--- src/rtl/sweep_pkg.sv ---
// Shared types and sizing helpers for the operand sweep generator.
package sweep_pkg;

  typedef enum logic [1:0] {
    IDLE = 2'd0,
    RUN  = 2'd1,
    FIN  = 2'd2
  } state_e;

  localparam int unsigned SWEEP_BITS_DEF = 4;
  localparam int unsigned CNT_W          = 3 * SWEEP_BITS_DEF + 1;

  // Number of patterns in one complete sweep of three digits.
  function automatic longint unsigned total_patterns(input int unsigned sweep_bits);
    return 64'(1) << (3 * sweep_bits);
  endfunction

  // Count width with one spare bit so a full sweep never wraps.
  function automatic int unsigned cnt_width(input int unsigned sweep_bits);
    return 3 * sweep_bits + 1;
  endfunction

endpackage

--- src/rtl/sweep_digit.sv ---
// One digit of the sweep: clearable wrap-around counter with a ripple carry.
module sweep_digit
  import sweep_pkg::*;
#(
  parameter int unsigned W = 4
) (
  input  logic         clk,
  input  logic         rst,
  input  logic         clr,
  input  logic         inc,
  output logic [W-1:0] value,
  output logic         carry_out
);

  localparam logic [W-1:0] DIGIT_MAX = '1;

  always_ff @(posedge clk or posedge rst) begin
    if (rst) begin
      value <= '0;
    end else if (clr) begin
      value <= '0;
    end else if (inc) begin
      value <= value + W'(1);
    end
  end

  // Carry fires on the increment that wraps this digit back to zero.
  assign carry_out = inc && (value == DIGIT_MAX);

endmodule

--- src/rtl/operand_sweep_gen.sv ---
// Exhaustive (in1, in2, in3) sweep generator with valid/ready handshake,
// abort, accepted-pattern counter and a last-pattern flag.
module operand_sweep_gen
  import sweep_pkg::*;
#(
  parameter int unsigned IN_W       = 19,
  parameter int unsigned SWEEP_BITS = 4
) (
  input  logic                  clk,
  input  logic                  rst,
  input  logic                  start,
  input  logic                  abort,
  input  logic                  ready,
  output logic [IN_W-1:0]       in1,
  output logic [IN_W-1:0]       in2,
  output logic [IN_W-1:0]       in3,
  output logic                  valid,
  output logic                  last,
  output logic                  busy,
  output logic                  done,
  output logic [3*SWEEP_BITS:0] pattern_count
);

  localparam int unsigned CW = cnt_width(SWEEP_BITS);

  state_e                state;
  logic [SWEEP_BITS-1:0] d1, d2, d3;
  logic                  c3, c2, carry_unused;
  logic                  all_max;
  logic                  clr;
  logic                  adv;
  logic                  accept;

  assign all_max = (&d1) && (&d2) && (&d3);
  assign last    = valid && all_max;
  assign accept  = (state == RUN) && !abort && valid && ready;

  // Digits clear on sweep start and step on every non-final acceptance.
  assign clr = (state == IDLE) && start;
  assign adv = accept && !all_max;

  sweep_digit #(.W(SWEEP_BITS)) u_d3 (
    .clk       (clk),
    .rst       (rst),
    .clr       (clr),
    .inc       (adv),
    .value     (d3),
    .carry_out (c3)
  );

  sweep_digit #(.W(SWEEP_BITS)) u_d2 (
    .clk       (clk),
    .rst       (rst),
    .clr       (clr),
    .inc       (c3),
    .value     (d2),
    .carry_out (c2)
  );

  sweep_digit #(.W(SWEEP_BITS)) u_d1 (
    .clk       (clk),
    .rst       (rst),
    .clr       (clr),
    .inc       (c2),
    .value     (d1),
    .carry_out (carry_unused)
  );

  assign in1 = IN_W'(d1);
  assign in2 = IN_W'(d2);
  assign in3 = IN_W'(d3);

  // Sweep control; done is raised on entry to FIN so it pulses the cycle after.
  always_ff @(posedge clk or posedge rst) begin
    if (rst) begin
      state         <= IDLE;
      valid         <= 1'b0;
      busy          <= 1'b0;
      done          <= 1'b0;
      pattern_count <= '0;
    end else begin
      done <= 1'b0;
      case (state)
        IDLE: begin
          if (start) begin
            state         <= RUN;
            valid         <= 1'b1;
            busy          <= 1'b1;
            pattern_count <= '0;
          end
        end
        RUN: begin
          if (abort) begin
            state <= FIN;
            valid <= 1'b0;
            busy  <= 1'b0;
            done  <= 1'b1;
          end else if (valid && ready) begin
            pattern_count <= pattern_count + CW'(1);
            if (all_max) begin
              state <= FIN;
              valid <= 1'b0;
              busy  <= 1'b0;
              done  <= 1'b1;
            end
          end
        end
        FIN: begin
          state <= IDLE;
        end
        default: begin
          state <= IDLE;
          valid <= 1'b0;
          busy  <= 1'b0;
        end
      endcase
    end
  end

endmodule

--- config.mk ---
export PLATFORM = sky130hd
export DESIGN_NAME = operand_sweep_gen
export DESIGN_NICKNAME = d
export VERILOG_FILES = /design/src/rtl/sweep_pkg.sv /design/src/rtl/sweep_digit.sv /design/src/rtl/operand_sweep_gen.sv
export SDC_FILE = /design/constraint.sdc
export NUM_CORES = 1
export LEC_CHECK = 0
export ABC_CLOCK_PERIOD_IN_PS = 5800
export BUFFER_PORTS_ARGS = -buffer_cell sky130_fd_sc_hd__buf_4
export CELL_PAD_IN_SITES_DETAIL_PLACEMENT = 1
export CELL_PAD_IN_SITES_GLOBAL_PLACEMENT = 2
export CORE_MARGIN = 1
export CORE_UTILIZATION = 29
export CTS_CLUSTER_SIZE = 28
export DETAILED_ROUTE_END_ITERATION = 16
export PLACE_DENSITY = 0.87
export SYNTH_ARGS = -nofsm -noshare
export SYNTH_HDL_FRONTEND = slang
export SYNTH_SLANG_ARGS = --single-unit
export TNS_END_PERCENT = 100
--- constraint.sdc ---
create_clock -name clk -period 5.8 [get_ports clk]
set_input_delay 1.16 -clock clk [delete_from_list [all_inputs] [get_ports clk]]
set_output_delay 1.16 -clock clk [all_outputs]
set_load 0.005 [all_outputs]
* After elaboration in Yosys (flattened, before gate mapping)
Cells that the tools add are included.
W data, S select, Z words.
** Storage, ports and cells
- Word-level logic and storage cells :: 69
- ROM bits :: 0
- Memories :: 0
- Bits in registers :: 29
- Memory bits (writable) :: 0
- Latch bits :: 0
- Output and inout bits :: 74
** Cells by class
- Muxes and demuxes :: 24
- Shifts and indexed selects :: 0
- $mul :: 0
- Bitwise logic cells :: 1
- $add $sub $neg :: 4
- Divide/modulo/power cells :: 0
- Magnitude comparators :: 0
- Eq/ne operators :: 9
- Reductions and logical operators :: 24
** Operator list (number)
- $mux W13 :: 3
- $pmux W13 S2 :: 1
- $mux W4 :: 6
- $reduce_and A4 Y1 :: 5
- $add A13 B1 Y13 const B :: 1
- $add A4 B1 Y4 const B :: 3
- $logic_and A1 B1 Y1 :: 11
- $eq A4 B4 Y1 const B :: 2
- $mux W1 :: 8
- $mux W2 :: 4
- $reduce_bool A2 Y1 :: 4
- $ne A2 B2 Y1 const B :: 2
- $pmux W2 S2 :: 1
- $ne A3 B2 Y1 const B :: 1
- $ne A3 B3 Y1 const B :: 1
- $pmux W1 S3 :: 1
- $reduce_and A3 Y1 :: 1
- $eq A2 B1 Y1 const B :: 1
- $eq A2 B2 Y1 const B :: 1
- $logic_not A1 Y1 :: 2
- $logic_not A2 Y1 :: 1
- $ne A2 B1 Y1 const B :: 1
- $not A1 Y1 :: 1

* Depth between registers and ports, before layout
- Depth in word-level cells :: 9
- Mapped depth :: 6
- Mapped depth without buffers :: 5

* By module
A second synthesis with hierarchy kept.
** Second synthesis, totals
- Cell total of the unflattened synthesis :: 199
- Area total of the unflattened synthesis :: 1961.9 um^2
** By module, submodules not included
- operand_sweep_gen :: sequential area each 425.4 um^2, area an instance 1267.5 um^2, instances 1, cells each 142
- sweep_digit :: sequential area each 100.1 um^2, area an instance 231.5 um^2, instances 3, cells each 19

* Worst setup path before layout
OpenSTA, ideal clock, no wires.
- Path type :: input to register
- From :: input port abort
- To :: register u_d1.value[0]
- Cell stages on the path :: 5
- Library setup time :: 0.078 ns
- Arrival :: 2.608 ns
- Setup slack :: 3.114 ns
- Buffers on the path :: 1
- Path through :: or3b_1 -> buf_6 -> or4_4 -> or3_1 -> a21oi_1
** On the way
- Word-level cells in the longest chain between the ends :: 8
** RTL lines
- start: declaration :: RTL line operand_sweep_gen.sv:12 : input logic abort,
- $logic_not A1 Y1 :: RTL line operand_sweep_gen.sv:36 : assign accept = (state == RUN) && !abort && valid && ready;
- $logic_and A1 B1 Y1 (3 in series) :: RTL line operand_sweep_gen.sv:36
- $logic_and A1 B1 Y1 :: RTL line operand_sweep_gen.sv:40 : assign adv = accept && !all_max;
- $logic_and A1 B1 Y1 (2 in series) :: RTL line sweep_digit.sv:28 : assign carry_out = inc && (value == DIGIT_MAX);
- $reduce_bool A2 Y1 (no line)
- end signal: assignment :: RTL line sweep_digit.sv:23 : value <= value + W'(1);
- end: declaration :: RTL line sweep_digit.sv:11 : output logic [W-1:0] value,
No other way between the ends.
A chain may end at the register's enable or synchronous reset.

* Worst setup path after layout
- From :: register u_d3.value[0]
- To :: output port last
** On the way
- Word-level cells in the longest chain between the ends :: 3
** RTL lines
- start: declaration :: RTL line sweep_digit.sv:11
- start signal: assignment :: RTL line sweep_digit.sv:23
- $reduce_and A4 Y1 :: RTL line operand_sweep_gen.sv:34 : assign all_max = (&d1) && (&d2) && (&d3);
- $logic_and A1 B1 Y1 :: RTL line operand_sweep_gen.sv:34
- $logic_and A1 B1 Y1 :: RTL line operand_sweep_gen.sv:35 : assign last = valid && all_max;
- end: declaration :: RTL line operand_sweep_gen.sv:18 : output logic last,
No other way between the ends.

==> results_dict.tcl <==
set metrics [dict create \
    grt_pass1_vias 1418 \
    max_freq_mhz 334 \
    placed_cell_area_mm2 0.00202 \
    nNetsFinal 249 \
    drt_wl_total_um 4260 \
    synth.distinct_cells 38 \
    post-route-drc-count 0 \
    rows 28 \
    via_per_inst 4.71 \
    grt_pass1_wl_um 6910 \
    cp-end-kind "output pin" \
    netlist_instances 207 \
    synth_xor_area_frac 0.0421 \
    die_y_um 82.4 \
    p_leak_nw 0.995 \
    grt_overflow 0 \
    insertion_delay_ns 0.28 \
    cts_hold_buf 0 \
    synth_compound_area_frac 0.129 \
    fillers 741 \
    status "complete, no violations" \
    dp.cells 308 \
    avgSynthCellArea_um2 9.05 \
    synth_edf_count 0 \
    grt.total_usage 0.139 \
    async_reset_ff_frac 1.00 \
    synth_mux_area_frac 0.0107 \
    gp_congestion 0.770 \
    numCtsBuffers 5 \
    fin_area_mm2 0.00210 \
    drt-pass1-iter-count 4 \
    cts_resized 0 \
    synth_flop_cell "dfrtp_1" \
    drtAntennaViolNets 0 \
    skew_ns 0.00414 \
    power_density_mw_per_mm2 237 \
    finalSetupTns_ns 0 \
    worst_pin_slew_ns 0.986 \
    critPathLaunchType "flop" \
    antenna_found_initial 0 \
    num_vias 1483 \
    port_buffers 33 \
    hold_class "reg -> reg" \
    max-slew-margin-rel 0.342 \
    hold_viol_final 0 \
    num_antenna_cells 0 \
    ios 79 \
    synthToLayoutAreaGrowth_pct 12.3 \
    synth_area_mm2 0.00187 \
    clk_pin_slew_ns 0.06 \
    critPathRequiredTime_ns 4.64 \
    finalMaxSlewViolations 0 \
    yosys_warnings 0 \
    critPathMaxFanout 11 \
    ys_ff_latch 29 \
    drt_iter0_markers 55 \
    die_w_um 82.4 \
    wl_per_cell_um 13.5 \
    cts_setup_buffers 0 \
    cap_violations 0 \
    core-area_mm2 0.00606 \
    synth_fa_ha_area_frac 0.0267 \
    synth_simple_gate_area_frac 0.188 \
    cp.arrival_ns 1.84 \
    dp_hpwl_um 3060 \
    rsz0062_at_grt "false" \
    peakVddDrop_uv 132 \
    clockBufferDepth 2 \
    initial_core_util 0.309 \
    drive_above_1_share 0.188 \
    setup_viol 0 \
    htreeDepth 2 \
    period_minus_slack_ns 3.00 \
    synth_top_family_by_area "buffers and inverters" \
    final-instance-count-excl-fill 315 \
    dieArea_mm2 0.00679 \
    root_buffer "clkbuf_8" \
    ys_seq_area_frac 0.387 \
    cts_tree "done" \
    critPathKind "reg -> out" \
    fin_crit_sh 0.516 \
    grt_max_degree 30 \
    cts.sinks 29 \
]
==> placed cells by master (no fill, tap or decap), drive strengths merged, types with 2 or more instances in the layout <==
cell / netlist / final
conb: 1 / 45
buf: 48 / 35
dfrtp: 29 / 29
a21oi: 14 / 14
nand3: 14 / 14
nor2: 12 / 12
nand2: 10 / 10
xnor2: 9 / 9
o21ai: 8 / 8
clkbuf: 5 / 7
inv: 6 / 6
or3: 6 / 6
o31ai: 5 / 5
ha: 4 / 4
nand2b: 3 / 3
nor3: 3 / 3
nand3b: 3 / 3
a211oi: 3 / 3
nand4b: 2 / 2
o211a: 2 / 2
nand4: 2 / 2
nor4: 2 / 2
mux2i: 2 / 2
a2111oi: 2 / 2
or2: 2 / 2
or4: 2 / 2
==> kinds of logic after synthesis <==
kind of cell / after synthesis
and+or+nand+nor: 65
buffers and inverters: 59
AOI/OAI and AO/OA: 38
DFF: 29
xor gates and xnor gates: 9
adders and majority gates: 4
muxes: 2
other: 1
==> per-layer routing <==
layer,GRT usage,wire length [µm],part of all wire,up-vias
met5,0,0,0,-
met4,0.0632,60,0.014,0
met3,0.0429,239,0.056,7
met2,0.221,2040,0.48,48
met1,0.172,1920,0.45,728
li1,-,-,-,700
==> worst max-delay path, cell delays in order, from the launching register on <==
cell and delay [ns]:
dfrtp_1 0.41, ha_1 0.19, nand3_1 0.24, nor3_1 0.25, buf_4 0.20, and2_1 0.15
buf_4 0.11
==> Yosys cell counts (all sizes together), types with 2 or more instances <==
library cell  instances  share of area
o21ai                 8          0.021
or2                   2         0.0067
xnor2                 9          0.042
nand3                14          0.037
nand3b                3          0.012
nor3                  3         0.0080
nor4                  2         0.0067
ha                    4          0.027
nor2                 12          0.024
clkbuf                5          0.010
buf                  48           0.19
or4                   2          0.010
dfrtp                29           0.39
o211a                 2          0.011
or3                   6          0.020
inv                   6          0.012
nand4b                2         0.0093
a211oi                3          0.012
nand4                 2         0.0067
a2111oi               2         0.0093
a21oi                14          0.037
mux2i                 2          0.011
nand2b                3          0.010
o31ai                 5          0.020
nand2                10          0.020
==> state kept, by name (all words and copies together), names as in the netlist <==
name,cells
u_d3.value,4
state,2
u_d2.value,4
done,1
busy,1
u_d1.value,4
pattern_count,13
==> layout make-up <==
| type | count | area [µm²] | share of cell area |
|---|---|---|---|
| Tap cell | 75 | 93.8 | 0.0446 |
| Timing Repair Buffer | 35 | 263 | 0.125 |
| Clock buffer | 7 | 86.3 | 0.0410 |
| Multi-Input combinational cell | 163 | 913 | 0.434 |
| Sequential cell | 29 | 726 | 0.345 |
| Inverter | 6 | 22.5 | 0.0107 |
==> stage by stage <==
stage	utilization	hold slack (ns)	total power [mW]	setup slack, ns
final	0.347	0.546	0.499	2.80
after global placement	0.333	0.523	0.331	2.86
after CTS	0.347	0.554	0.507	2.78
after floorplan	-	0.509	0.318	3.11
after global routing	0.347	0.578	0.531	2.65
after detailed placement	0.333	0.542	0.333	2.81
==> power by group <==
group	total, mW	leakage (nW)	switching (mW)	internal [mW]
registers	0.237	0.399	0.0202	0.216
logic	0.0919	0.551	0.0554	0.0365
clock network	0.171	0.0443	0.0766	0.0940
==> path summary, 6_finish.rpt <==
kind / startpoint / endpoint / depth (start not counted) / slack (ns)
max: u_d3.value[0] / last / 6 / 2.80
min: u_d3.value[2] / u_d3.value[2] / 1 / 0.55
max reg2reg: state[1] / u_d3.value[3] / 4 / 3.62
min reg2reg: u_d3.value[2] / u_d3.value[2] / 1 / 0.55
max in group asynchronous: rst / state[0] / 3 / 4.55
min in group asynchronous: rst / pattern_count[12] / 3 / 0.96
(Power assumes the default switching activity.)
